<file path="src/rtl/dht11_scheduler_if.sv">
// APB slave bundle for the DHT11 measurement scheduler register block.
interface dht11_scheduler_if;
    logic [31:0] PADDR;
    logic        PWRITE;
    logic        PSEL;
    logic        PENABLE;
    logic [31:0] PWDATA;
    logic [31:0] PRDATA;
    logic        PREADY;

    modport master (
        output PADDR, PWRITE, PSEL, PENABLE, PWDATA,
        input  PRDATA, PREADY
    );

    modport slave (
        input  PADDR, PWRITE, PSEL, PENABLE, PWDATA,
        output PRDATA, PREADY
    );
endinterface

</file>
<file path="src/rtl/dht11_scheduler.sv">
// DHT11 measurement scheduler: APB registers, ms prescaler, periodic/one-shot
// triggering with timeout, bounded retries and result latching.
module dht11_scheduler #(
    parameter int unsigned TICK_DIV     = 100_000,
    parameter int unsigned MAX_RETRY    = 3,
    parameter int unsigned RETRY_GAP_MS = 1000
) (
    input  logic                    PCLK,
    input  logic                    PRESET,
    dht11_scheduler_if.slave        bus,
    output logic                    meas_start,
    input  logic                    meas_done,
    input  logic                    meas_ok,
    input  logic [13:0]             humidity,
    input  logic [13:0]             temperature,
    output logic                    irq
);

    localparam int unsigned PRE_W      = (TICK_DIV > 1) ? $clog2(TICK_DIV) : 1;
    localparam int unsigned GAP_W      = (RETRY_GAP_MS > 0) ? $clog2(RETRY_GAP_MS + 1) : 1;
    localparam int unsigned TRY_W      = $clog2(MAX_RETRY + 2);
    localparam int unsigned MIN_PERIOD = 2000;

    localparam logic [4:0] A_CTRL    = 5'h00;
    localparam logic [4:0] A_PERIOD  = 5'h04;
    localparam logic [4:0] A_TIMEOUT = 5'h08;
    localparam logic [4:0] A_STATUS  = 5'h0C;
    localparam logic [4:0] A_HUM     = 5'h10;
    localparam logic [4:0] A_TEMP    = 5'h14;
    localparam logic [4:0] A_SAMPLE  = 5'h18;
    localparam logic [4:0] A_ERRCNT  = 5'h1C;

    typedef enum logic [1:0] {
        IDLE    = 2'd0,
        MEASURE = 2'd1,
        GAP     = 2'd2
    } state_t;

    state_t             state_q, state_d;
    logic [PRE_W-1:0]   pre_cnt;
    logic               tick;
    logic [15:0]        period_cnt;
    logic [7:0]         to_cnt;
    logic [GAP_W-1:0]   gap_cnt;
    logic [TRY_W-1:0]   try_cnt, try_nxt;

    logic               en_q, irq_en_q;
    logic [15:0]        period_q;
    logic [7:0]         timeout_q;
    logic               valid_q, err_q, irq_pend_q;
    logic [3:0]         att_q;
    logic [13:0]        hum_q, temp_q;
    logic [15:0]        sample_q, errcnt_q;

    logic               acc, wr;
    logic [4:0]         addr;
    logic               wr_ctrl, wr_period, wr_timeout, wr_status;
    logic               oneshot, abort;
    logic [15:0]        eff_period;
    logic [7:0]         eff_timeout;
    logic               start, success, fail, final_fail;
    logic [31:0]        rdata;
    logic               unused_bits;

    // APB access decode; zero wait states
    assign acc         = bus.PSEL & bus.PENABLE;
    assign wr          = acc & bus.PWRITE;
    assign addr        = bus.PADDR[4:0];
    assign bus.PREADY  = acc & ~PRESET;
    assign wr_ctrl     = wr && (addr == A_CTRL);
    assign wr_period   = wr && (addr == A_PERIOD);
    assign wr_timeout  = wr && (addr == A_TIMEOUT);
    assign wr_status   = wr && (addr == A_STATUS);
    assign oneshot     = wr_ctrl & bus.PWDATA[1];
    assign abort       = wr_ctrl & bus.PWDATA[3];
    assign unused_bits = ^{bus.PADDR[31:5], bus.PWDATA[31:16]};

    assign eff_period  = (period_q < 16'(MIN_PERIOD)) ? 16'(MIN_PERIOD) : period_q;
    assign eff_timeout = (timeout_q == 8'd0) ? 8'd1 : timeout_q;
    assign try_nxt     = try_cnt + TRY_W'(1);

    assign meas_start  = (state_q == MEASURE);
    assign irq         = irq_pend_q & irq_en_q;

    // Free-running 1 ms prescaler
    assign tick = (pre_cnt == PRE_W'(TICK_DIV - 1));

    always_ff @(posedge PCLK or posedge PRESET) begin
        if (PRESET)    pre_cnt <= '0;
        else if (tick) pre_cnt <= '0;
        else           pre_cnt <= pre_cnt + PRE_W'(1);
    end

    always_ff @(posedge PCLK or posedge PRESET) begin
        if (PRESET) state_q <= IDLE;
        else        state_q <= state_d;
    end

    // Next state and completion events; a result beats a same-cycle timeout
    always_comb begin
        state_d    = state_q;
        start      = 1'b0;
        success    = 1'b0;
        fail       = 1'b0;
        final_fail = 1'b0;
        case (state_q)
            IDLE: begin
                if (oneshot || (en_q && (period_cnt >= eff_period))) begin
                    start   = 1'b1;
                    state_d = MEASURE;
                end
            end
            MEASURE: begin
                if (abort) begin
                    state_d = IDLE;
                end else if (meas_done) begin
                    if (meas_ok) begin
                        success = 1'b1;
                        state_d = IDLE;
                    end else begin
                        fail = 1'b1;
                    end
                end else if (to_cnt >= eff_timeout) begin
                    fail = 1'b1;
                end
                if (fail) begin
                    if (32'(try_nxt) <= MAX_RETRY) begin
                        state_d = GAP;
                    end else begin
                        final_fail = 1'b1;
                        state_d    = IDLE;
                    end
                end
            end
            GAP: begin
                if (abort)                                  state_d = IDLE;
                else if (gap_cnt >= GAP_W'(RETRY_GAP_MS))   state_d = MEASURE;
            end
            default: state_d = IDLE;
        endcase
    end

    // ms timers; timeout and gap timers restart every time their state is entered
    always_ff @(posedge PCLK or posedge PRESET) begin
        if (PRESET) begin
            period_cnt <= '0;
            to_cnt     <= '0;
            gap_cnt    <= '0;
            try_cnt    <= '0;
        end else begin
            if (start || wr_period || !en_q)      period_cnt <= '0;
            else if ((state_q == IDLE) && tick)   period_cnt <= period_cnt + 16'd1;

            if (state_q != MEASURE)               to_cnt <= '0;
            else if (tick)                        to_cnt <= to_cnt + 8'd1;

            if (state_q != GAP)                   gap_cnt <= '0;
            else if (tick)                        gap_cnt <= gap_cnt + GAP_W'(1);

            if (start)                            try_cnt <= '0;
            else if (fail)                        try_cnt <= try_nxt;
        end
    end

    // Control/status registers and latched results
    always_ff @(posedge PCLK or posedge PRESET) begin
        if (PRESET) begin
            en_q       <= 1'b0;
            irq_en_q   <= 1'b0;
            period_q   <= 16'(MIN_PERIOD);
            timeout_q  <= 8'd50;
            valid_q    <= 1'b0;
            err_q      <= 1'b0;
            irq_pend_q <= 1'b0;
            att_q      <= '0;
            hum_q      <= '0;
            temp_q     <= '0;
            sample_q   <= '0;
            errcnt_q   <= '0;
        end else begin
            if (wr_ctrl) begin
                en_q     <= bus.PWDATA[0];
                irq_en_q <= bus.PWDATA[2];
            end
            if (wr_period)  period_q  <= bus.PWDATA[15:0];
            if (wr_timeout) timeout_q <= bus.PWDATA[7:0];

            if (success) begin
                hum_q   <= humidity;
                temp_q  <= temperature;
                valid_q <= 1'b1;
                err_q   <= 1'b0;
                att_q   <= 4'(try_nxt);
                if (sample_q != 16'hFFFF) sample_q <= sample_q + 16'd1;
            end
            if (final_fail) begin
                err_q <= 1'b1;
                att_q <= 4'(try_nxt);
                if (errcnt_q != 16'hFFFF) errcnt_q <= errcnt_q + 16'd1;
            end

            if (success || final_fail)            irq_pend_q <= 1'b1;
            else if (wr_status && bus.PWDATA[3])  irq_pend_q <= 1'b0;
        end
    end

    // Read mux, driven only during a read access phase
    always_comb begin
        rdata = '0;
        if (acc && !bus.PWRITE) begin
            case (addr)
                A_CTRL:    rdata = 32'({irq_en_q, 1'b0, en_q});
                A_PERIOD:  rdata = 32'(period_q);
                A_TIMEOUT: rdata = 32'(timeout_q);
                A_STATUS:  rdata = 32'({att_q, irq_pend_q, err_q, valid_q, (state_q != IDLE)});
                A_HUM:     rdata = 32'(hum_q);
                A_TEMP:    rdata = 32'(temp_q);
                A_SAMPLE:  rdata = 32'(sample_q);
                A_ERRCNT:  rdata = 32'(errcnt_q);
                default:   rdata = '0;
            endcase
        end
    end

    assign bus.PRDATA = rdata;

endmodule

</file>
<file path="src/flat_wrapper.sv">
// flat-port wrapper written by rule: the top's interface ports become plain ports
module dht11_scheduler_flat 
#(
    parameter int unsigned TICK_DIV     = 100_000,
    parameter int unsigned MAX_RETRY    = 3,
    parameter int unsigned RETRY_GAP_MS = 1000
)
  (PCLK, PRESET, meas_start, meas_done, meas_ok, humidity, temperature, irq, bus_PADDR, bus_PWRITE, bus_PSEL, bus_PENABLE, bus_PWDATA, bus_PRDATA, bus_PREADY);
  dht11_scheduler_if bus_i ();
  input  logic PCLK;
  input  logic PRESET;
  output logic meas_start;
  input  logic meas_done;
  input  logic meas_ok;
  input  logic [13:0] humidity;
  input  logic [13:0] temperature;
  output logic irq;
  input wire logic [$bits(bus_i.PADDR)-1:0] bus_PADDR;
  input wire logic [$bits(bus_i.PWRITE)-1:0] bus_PWRITE;
  input wire logic [$bits(bus_i.PSEL)-1:0] bus_PSEL;
  input wire logic [$bits(bus_i.PENABLE)-1:0] bus_PENABLE;
  input wire logic [$bits(bus_i.PWDATA)-1:0] bus_PWDATA;
  output wire logic [$bits(bus_i.PRDATA)-1:0] bus_PRDATA;
  output wire logic [$bits(bus_i.PREADY)-1:0] bus_PREADY;
  assign bus_i.PADDR = bus_PADDR;
  assign bus_i.PWRITE = bus_PWRITE;
  assign bus_i.PSEL = bus_PSEL;
  assign bus_i.PENABLE = bus_PENABLE;
  assign bus_i.PWDATA = bus_PWDATA;
  assign bus_PRDATA = bus_i.PRDATA;
  assign bus_PREADY = bus_i.PREADY;
  dht11_scheduler #(.TICK_DIV(TICK_DIV), .MAX_RETRY(MAX_RETRY), .RETRY_GAP_MS(RETRY_GAP_MS)) u_core (.PCLK(PCLK), .PRESET(PRESET), .bus(bus_i), .meas_start(meas_start), .meas_done(meas_done), .meas_ok(meas_ok), .humidity(humidity), .temperature(temperature), .irq(irq));
endmodule
</file>
<file path="config.mk">
export PLATFORM = sky130hd
export DESIGN_NAME = dht11_scheduler_flat
export DESIGN_NICKNAME = d
export VERILOG_FILES = /design/src/rtl/dht11_scheduler_if.sv /design/src/rtl/dht11_scheduler.sv /design/src/flat_wrapper.sv
export SDC_FILE = /design/constraint.sdc
export NUM_CORES = 1
export LEC_CHECK = 0
export CORE_MARGIN = 8
export CORE_UTILIZATION = 54
export DETAILED_ROUTE_END_ITERATION = 8
export PLACE_DENSITY = 0.83
export SLEW_MARGIN = 40
export SYNTH_ARGS = -nofsm -noshare
export SYNTH_HDL_FRONTEND = slang
export SYNTH_SLANG_ARGS = --single-unit
</file>
<file path="constraint.sdc">
create_clock -name PCLK -period 5.37 [get_ports PCLK]
set_clock_uncertainty 0.05 [all_clocks]
set_input_delay 0.537 -clock PCLK [delete_from_list [all_inputs] [get_ports PCLK]]
set_output_delay 0.537 -clock PCLK [all_outputs]
set_load 0.02 [all_outputs]
</file>
==> results.tsv, run 1 <==
stage	metric	value	unit
critical_path	critical_path_class	input port to output pin	
final_layout	layout_common_cells	139 x dfrtp_1, 85 x nor2_1, 74 x clkdlybuf4s50_1	
yosys	seq_area_frac_synth	0.4580	
clocking	ctsResizeCount	0	
yosys	ys_types	60	
clocking	post_cts.repair.setup_buffers	0	
timing	tightest_slew	0.7992	ns
timing	rsz0062_at_grt	no	
critical_path	crit_path_end_kind	output pin	
grt	track_usage	0.2180	
clocking	cts_tree	yes	
detailed_routing	drt-initial-drc-count	451	
place	place_inst	1045	
final_layout	stdcell_count	1077	
final_layout	final_nets	1008	
final_layout	final_common_cell	dfrtp_1	
clocking	clk_pin_slew	0.06	ns
final_layout	antennaDiodeCount	0	
clocking	cts.sinks	148	
final_layout	layout-drive-gt1-share	0.1372	
final_layout	multiInputGateArea	4090	um^2
flow_run	maxCapViolCount	0	
yosys	ys_seq_elements	148	
detailed_routing	wirelength	20.53	mm
pwr	peakVddDrop	0.0002371	V
min_path	min_from	u_core.pre_cnt[4]	
detailed_routing	via_per_inst	5.898	
timing	finalSetupTns	0	ns
critical_path	timing.rr.end	u_core.period_cnt[10]	
min_path	hold_path_class	flip-flop to flip-flop	
critical_path	reg2reg_slack	1.72	ns
die	fp.dieH	138.6	um
timing	setup_viol	0	
place	dpl.hpwl	14.78	mm
yosys	syn_avg_cell_area	10.13	um^2
clocking	ctsLongestPathBuffers	2	
timing	slew_headroom	0.4655	
yosys	synth-warning-count	0	
critical_path	r2r_start	u_core.period_q[13]	
detailed_routing	vias	6352	
grt	globalRouteOverflowTotal	0	
timing	maxSlewViolCount	0	
critical_path	cp-start-kind	input port	
clocking	clockRootBuffer	clkbuf_16	
timing	min_period	3.980	ns
critical_path	arrival	3.39	ns
critical_path	critPathMaxFanout	19	
yosys	synthCells	801	
die	num_rows	45	
timing	fmax	251.3	MHz
final_layout	regArea	3715	um^2
detailed_routing	drc	0	
yosys	synth-edff-count	0	
clocking	clock_latency	0.44	ns
die	die_w	138.6	um
run_status	status	completed	
pwr	p_leak	4.111	nW
clocking	cts_max_level	4	
clocking	cts_buffers	17	
place	pre_cts_slack	1.493	ns
grt	grt_pass1_vias	6525	
pwr	finalPower	3.316	mW
yosys	async_reset_ff_frac	1.000	
final_layout	post-route-cell-area	9649	um^2
die	initial_core_util	0.5436	
pwr	cellPowerDensity	343.7	nW/um^2
grt	grt_pass1_wl	33.58	mm
detailed_routing	wl_per_cell	19.06	um
place	io_buffers	74	
yosys	synth_flop_cell	dfrtp_1	
min_path	whs_endpoint	u_core.pre_cnt[4]	
die	die_area	19200	um^2
clocking	hold_buffers	0	
detailed_routing	first_pass_iters	5	
final_layout	nFillCells	1149	
final_layout	syn_to_final_growth	18.96	%
yosys	syn-cell-area	8112	um^2
die	boundaryPins	134	
critical_path	crit_required	4.78	ns
timing	post-route-period-util	0.7411	
grt	grt_max_degree	120	
min_path	whs_path_depth	1	
timing	hold_viol	0	
place	gp_congestion	0.9306	
place	dpl_cell_area	8984	um^2
die	core-area	14920	um^2
grt	antenna_found_initial	0	
critical_path	reg2reg_depth	12	
detailed_routing	ant_nets	0	
timing	setup_ws	1.390	ns
-- worst max-delay path, cell delays in order --
cell             delay [ns]
clkdlybuf4s50_1        0.99
nand2_1                0.23
nor3_1                 0.47
a22oi_1                0.17
a31oi_1                0.32
clkdlybuf4s50_1        0.68
-- cells by family after synthesis --
kind of cell / synth area share
buf+inv: 0.04612
flops: 0.4580
other cells: 0.0004623
fa+ha+maj: 0.05090
compound gates: 0.08330
mux: 0.09749
xor+xnor: 0.07882
simple gates: 0.1849
-- through the flow --
step | hold WS (ns) | utilization
floorplan | 0.3851 | -
global placement | 0.4023 | 0.6019
detailed placement | 0.4208 | 0.6021
CTS | 0.4348 | 0.6464
global route | 0.4565 | 0.6467
finish | 0.4304 | 0.6467
-- final cells by class --
class	count	share of cell area
clock inverters	12	0.02114
repair buffers	82	0.08299
clock buffers	20	0.04733
multi-input cells	591	0.4239
inverters	36	0.01530
well taps	188	0.02438
flip-flops and latches	148	0.3850
-- worst max-delay path by stage --
stage | startpoint | end | slack [ns] | cells past startpoint
after floorplan | PRESET | u_core.att_q[0] | 0.82 | 1
after global placement | bus_PADDR[3] | bus_PRDATA[3] | 1.56 | 6
after detailed placement | bus_PADDR[3] | bus_PRDATA[1] | 1.49 | 6
after CTS | bus_PADDR[3] | bus_PRDATA[1] | 1.44 | 6
after global routing | bus_PADDR[3] | bus_PRDATA[1] | 1.24 | 6
final | bus_PADDR[3] | bus_PRDATA[3] | 1.39 | 6
-- power by group --
part / internal (mW) / switching, mW / total (mW) / leakage, nW
logic: 0.269 / 0.282 / 0.551 / 1.90
clock network: 0.850 / 0.479 / 1.33 / 0.312
registers: 1.30 / 0.140 / 1.44 / 1.90
total: 2.42 / 0.901 / 3.32 / 4.11
-- sequential cells by signal (all words and copies together) (netlist names) --
signal / cells
u_core.state_q: 2
u_core.period_cnt: 16
u_core.temp_q: 14
u_core.try_cnt: 3
u_core.err_q: 1
u_core.timeout_q: 8
u_core.irq_en_q: 1
u_core.att_q: 3
u_core.period_q: 16
u_core.to_cnt: 8
u_core.gap_cnt: 10
u_core.irq_pend_q: 1
u_core.en_q: 1
u_core.valid_q: 1
u_core.pre_cnt: 17
u_core.sample_q: 16
u_core.errcnt_q: 16
u_core.hum_q: 14
-- synthesized netlist by cell type, drive strengths merged, types with 13 or more instances --
library cell,count,share of area
nand3,34,0.021
buf,31,0.025
nor2,86,0.040
o21ai,19,0.012
a21oi,20,0.012
inv,36,0.017
nor4,13,0.011
ha,33,0.051
nor3,31,0.019
a22oi,15,0.014
xor2,40,0.043
nand4,28,0.022
nand2,68,0.031
mux2,58,0.081
xnor2,33,0.036
dfrtp,139,0.43
-- metal layers --
layer / share of wire / GRT usage / wire (um)
met1: 0.40 / 0.2605 / 8311
met2: 0.50 / 0.3608 / 10180
met3: 0.066 / 0.05240 / 1346
met4: 0.034 / 0.1093 / 689
met5: 0 / 0 / 0
No activity file was read; power rests on OpenSTA's default activity.
==> run 2: changes to the inputs <==
- CORE_UTILIZATION: 54 -> 49
- PLACE_DENSITY: 0.83 -> 0.79
- clock period: 5.37 -> 3.27 ns (I/O delays scaled with it)
==> results.tsv, run 2 (synthesized netlist as in run 1, its figures left out) <==
stage	metric	value	unit	change
run_status	status	completed		
final_layout	antennaDiodeCount	0		unchanged
final_layout	regArea	3715	um^2	unchanged
flow_run	maxCapViolCount	0		unchanged
grt	grt_max_degree	57		-53%
clocking	clock_latency	0.44	ns	about the same
grt	globalRouteOverflowTotal	0		unchanged
final_layout	layout_common_cells	139 x dfrtp_1, 82 x nor2_1, 74 x clkdlybuf4s50_1		
grt	grt_pass1_vias	6489		-0.55%
die	fp.dieH	144.7	um	+4.4%
detailed_routing	drc	0		unchanged
final_layout	largest_reg_flops	17		unchanged
timing	post-route-period-util	0.9761		
clocking	cts_buffers	17		unchanged
place	gp_congestion	0.9389		+0.89%
clocking	clk_pin_slew	0.06	ns	about the same
timing	maxSlewViolCount	0		unchanged
die	die_area	20930	um^2	+9.0%
timing	tightest_slew	0.7419	ns	-0.05729 ns
pwr	peakVddDrop	0.0004441	V	+87%
detailed_routing	wl_per_cell	18.85	um	-1.1%
final_layout	syn_to_final_growth	22.58	%	
place	dpl.hpwl	15.66	mm	+6.0%
grt	antenna_found_initial	0		unchanged
timing	rsz0062_at_grt	no		
critical_path	crit_required	2.89	ns	-1.89 ns
die	boundaryPins	134		unchanged
final_layout	final_common_cell	dfrtp_1		
critical_path	crit_path_end_kind	output pin		
final_layout	post-route-cell-area	9943	um^2	+3.0%
detailed_routing	drt-initial-drc-count	535		+19%
place	io_buffers	74		unchanged
final_layout	layout-drive-gt1-share	0.1694		+0.03217
grt	grt_pass1_wl	33.82	mm	+0.70%
timing	fmax	313.3	MHz	
detailed_routing	vias	6521		+2.7%
final_layout	nFillCells	1308		+14%
timing	finalSetupTns	0	ns	unchanged
place	dpl_cell_area	9225	um^2	+2.7%
timing	setup_viol	0		unchanged
grt	met3_usage	0.04790		-0.004497
min_path	hold_path_class	input port to async pin		
clocking	cts_tree	yes		
final_layout	multiInputGateArea	4130	um^2	+0.98%
die	num_rows	47		+4.4%
final_layout	final_nets	1034		+2.6%
die	die_w	144.7	um	+4.4%
die	core-area	16410	um^2	+10%
timing	min_period	3.192	ns	
detailed_routing	via_per_inst	5.745		-2.6%
clocking	clockRootBuffer	clkbuf_16		
critical_path	arrival	2.81	ns	-0.58 ns
final_layout	regMostFlops	u_core.pre_cnt		
critical_path	reg2reg_depth	12		unchanged
critical_path	critPathMaxFanout	15		-4
critical_path	cp-start-kind	input port		
clocking	ctsLongestPathBuffers	2		unchanged
grt	grt_util_met2	0.3571		-0.003689
critical_path	critical_path_class	input port to output pin		
grt	top_usage_layer	met2		
detailed_routing	first_pass_iters	6		+1
timing	hold_viol	0		unchanged
final_layout	final_util	0.6060		-0.04067
grt	use_met1	0.2647		+0.004166
clocking	cts_max_level	4		unchanged
detailed_routing	ant_nets	0		unchanged
timing	slew_headroom	0.5036		+0.03803
grt	track_usage	0.2106		-0.007360
clocking	cts.sinks	148		unchanged
die	initial_core_util	0.4944		-0.04925
pwr	cellPowerDensity	551.8	nW/um^2	+61%
pwr	p_leak	4.252	nW	+3.4%
detailed_routing	wirelength	21.39	mm	+4.2%
==> run 2: routing by layer <==
metal  up-vias  part of all wire
met3        45             0.064
met2       233              0.49
met1      3230              0.42
li1       3013                 -
met5         -                 0
met4         0             0.020
==> run 2: report_power, final <==
part	switching, mW	internal [mW]	leakage [nW]
Sequential	0.232	2.13	1.90
Clock	0.789	1.40	0.317
Combinational	0.472	0.469	2.04
Total	1.49	3.99	4.25
==> run 2: final timing paths <==
kind | from | to | slack, ns
max | bus_PADDR[1] | bus_PRDATA[15] | 0.08
min | PRESET | u_core.errcnt_q[14] | 0.17
max reg2reg | u_core.period_q[12] | u_core.period_cnt[3] | 0.17
min reg2reg | u_core.sample_q[10] | u_core.sample_q[10] | 0.45
max in group asynchronous | PRESET | u_core.timeout_q[5] | 2.18
min in group PCLK | bus_PWDATA[14] | u_core.period_q[14] | 0.42
==> run 2: repair_timing <==
| action | CTS | global route |
|---|---|---|
| endpoints found under the setup margin | 1 | 21 |
| gates cloned | 0 | 1 |
| pin swaps | 0 | 2 |
| buffers inserted | 0 | 0 |
| hold buffers | 0 | 0 |
| gates resized for setup | 1 | 8 |
==> run 2: per-stage QoR <==
step | hold slack (ns) | power, mW | cells | setup WS, ns
floorplan | 0.3851 | 2.959 | 816 | 0.09781
global route | 0.1942 | 5.720 | 1135 | 0.003242
global placement | 0.4029 | 3.249 | 1101 | 0.09353
detailed placement | 0.4234 | 3.301 | 1101 | 0.04511
CTS | 0.3876 | 5.495 | 1133 | 0.04417
finish | 0.1726 | 5.486 | 1135 | 0.07829
==> run 2: area by class of cell <==
| type | count | area share |
|---|---|---|
| Multi-Input combinational cell | 592 | 0.4154 |
| Sequential cell | 148 | 0.3736 |
| Timing Repair Buffer | 107 | 0.1032 |
| Clock buffer | 20 | 0.04593 |
| Tap cell | 220 | 0.02768 |
| Clock inverter | 12 | 0.02026 |
| Inverter | 36 | 0.01397 |
==> run 2: critical path, cell delays in order <==
cell and delay (ns):
clkdlybuf4s50_1 0.51, or3_4 0.47, nor3_1 0.18, buf_4 0.27, nand2_1 0.11, a21oi_1 0.28
clkdlybuf4s50_1 0.67
==> run 3: changes to the inputs <==
- CTS_CLUSTER_DIAMETER: unset -> 120
==> results of run 3 <==
The final DEF is identical to that of run 2; final timing and power are the same.
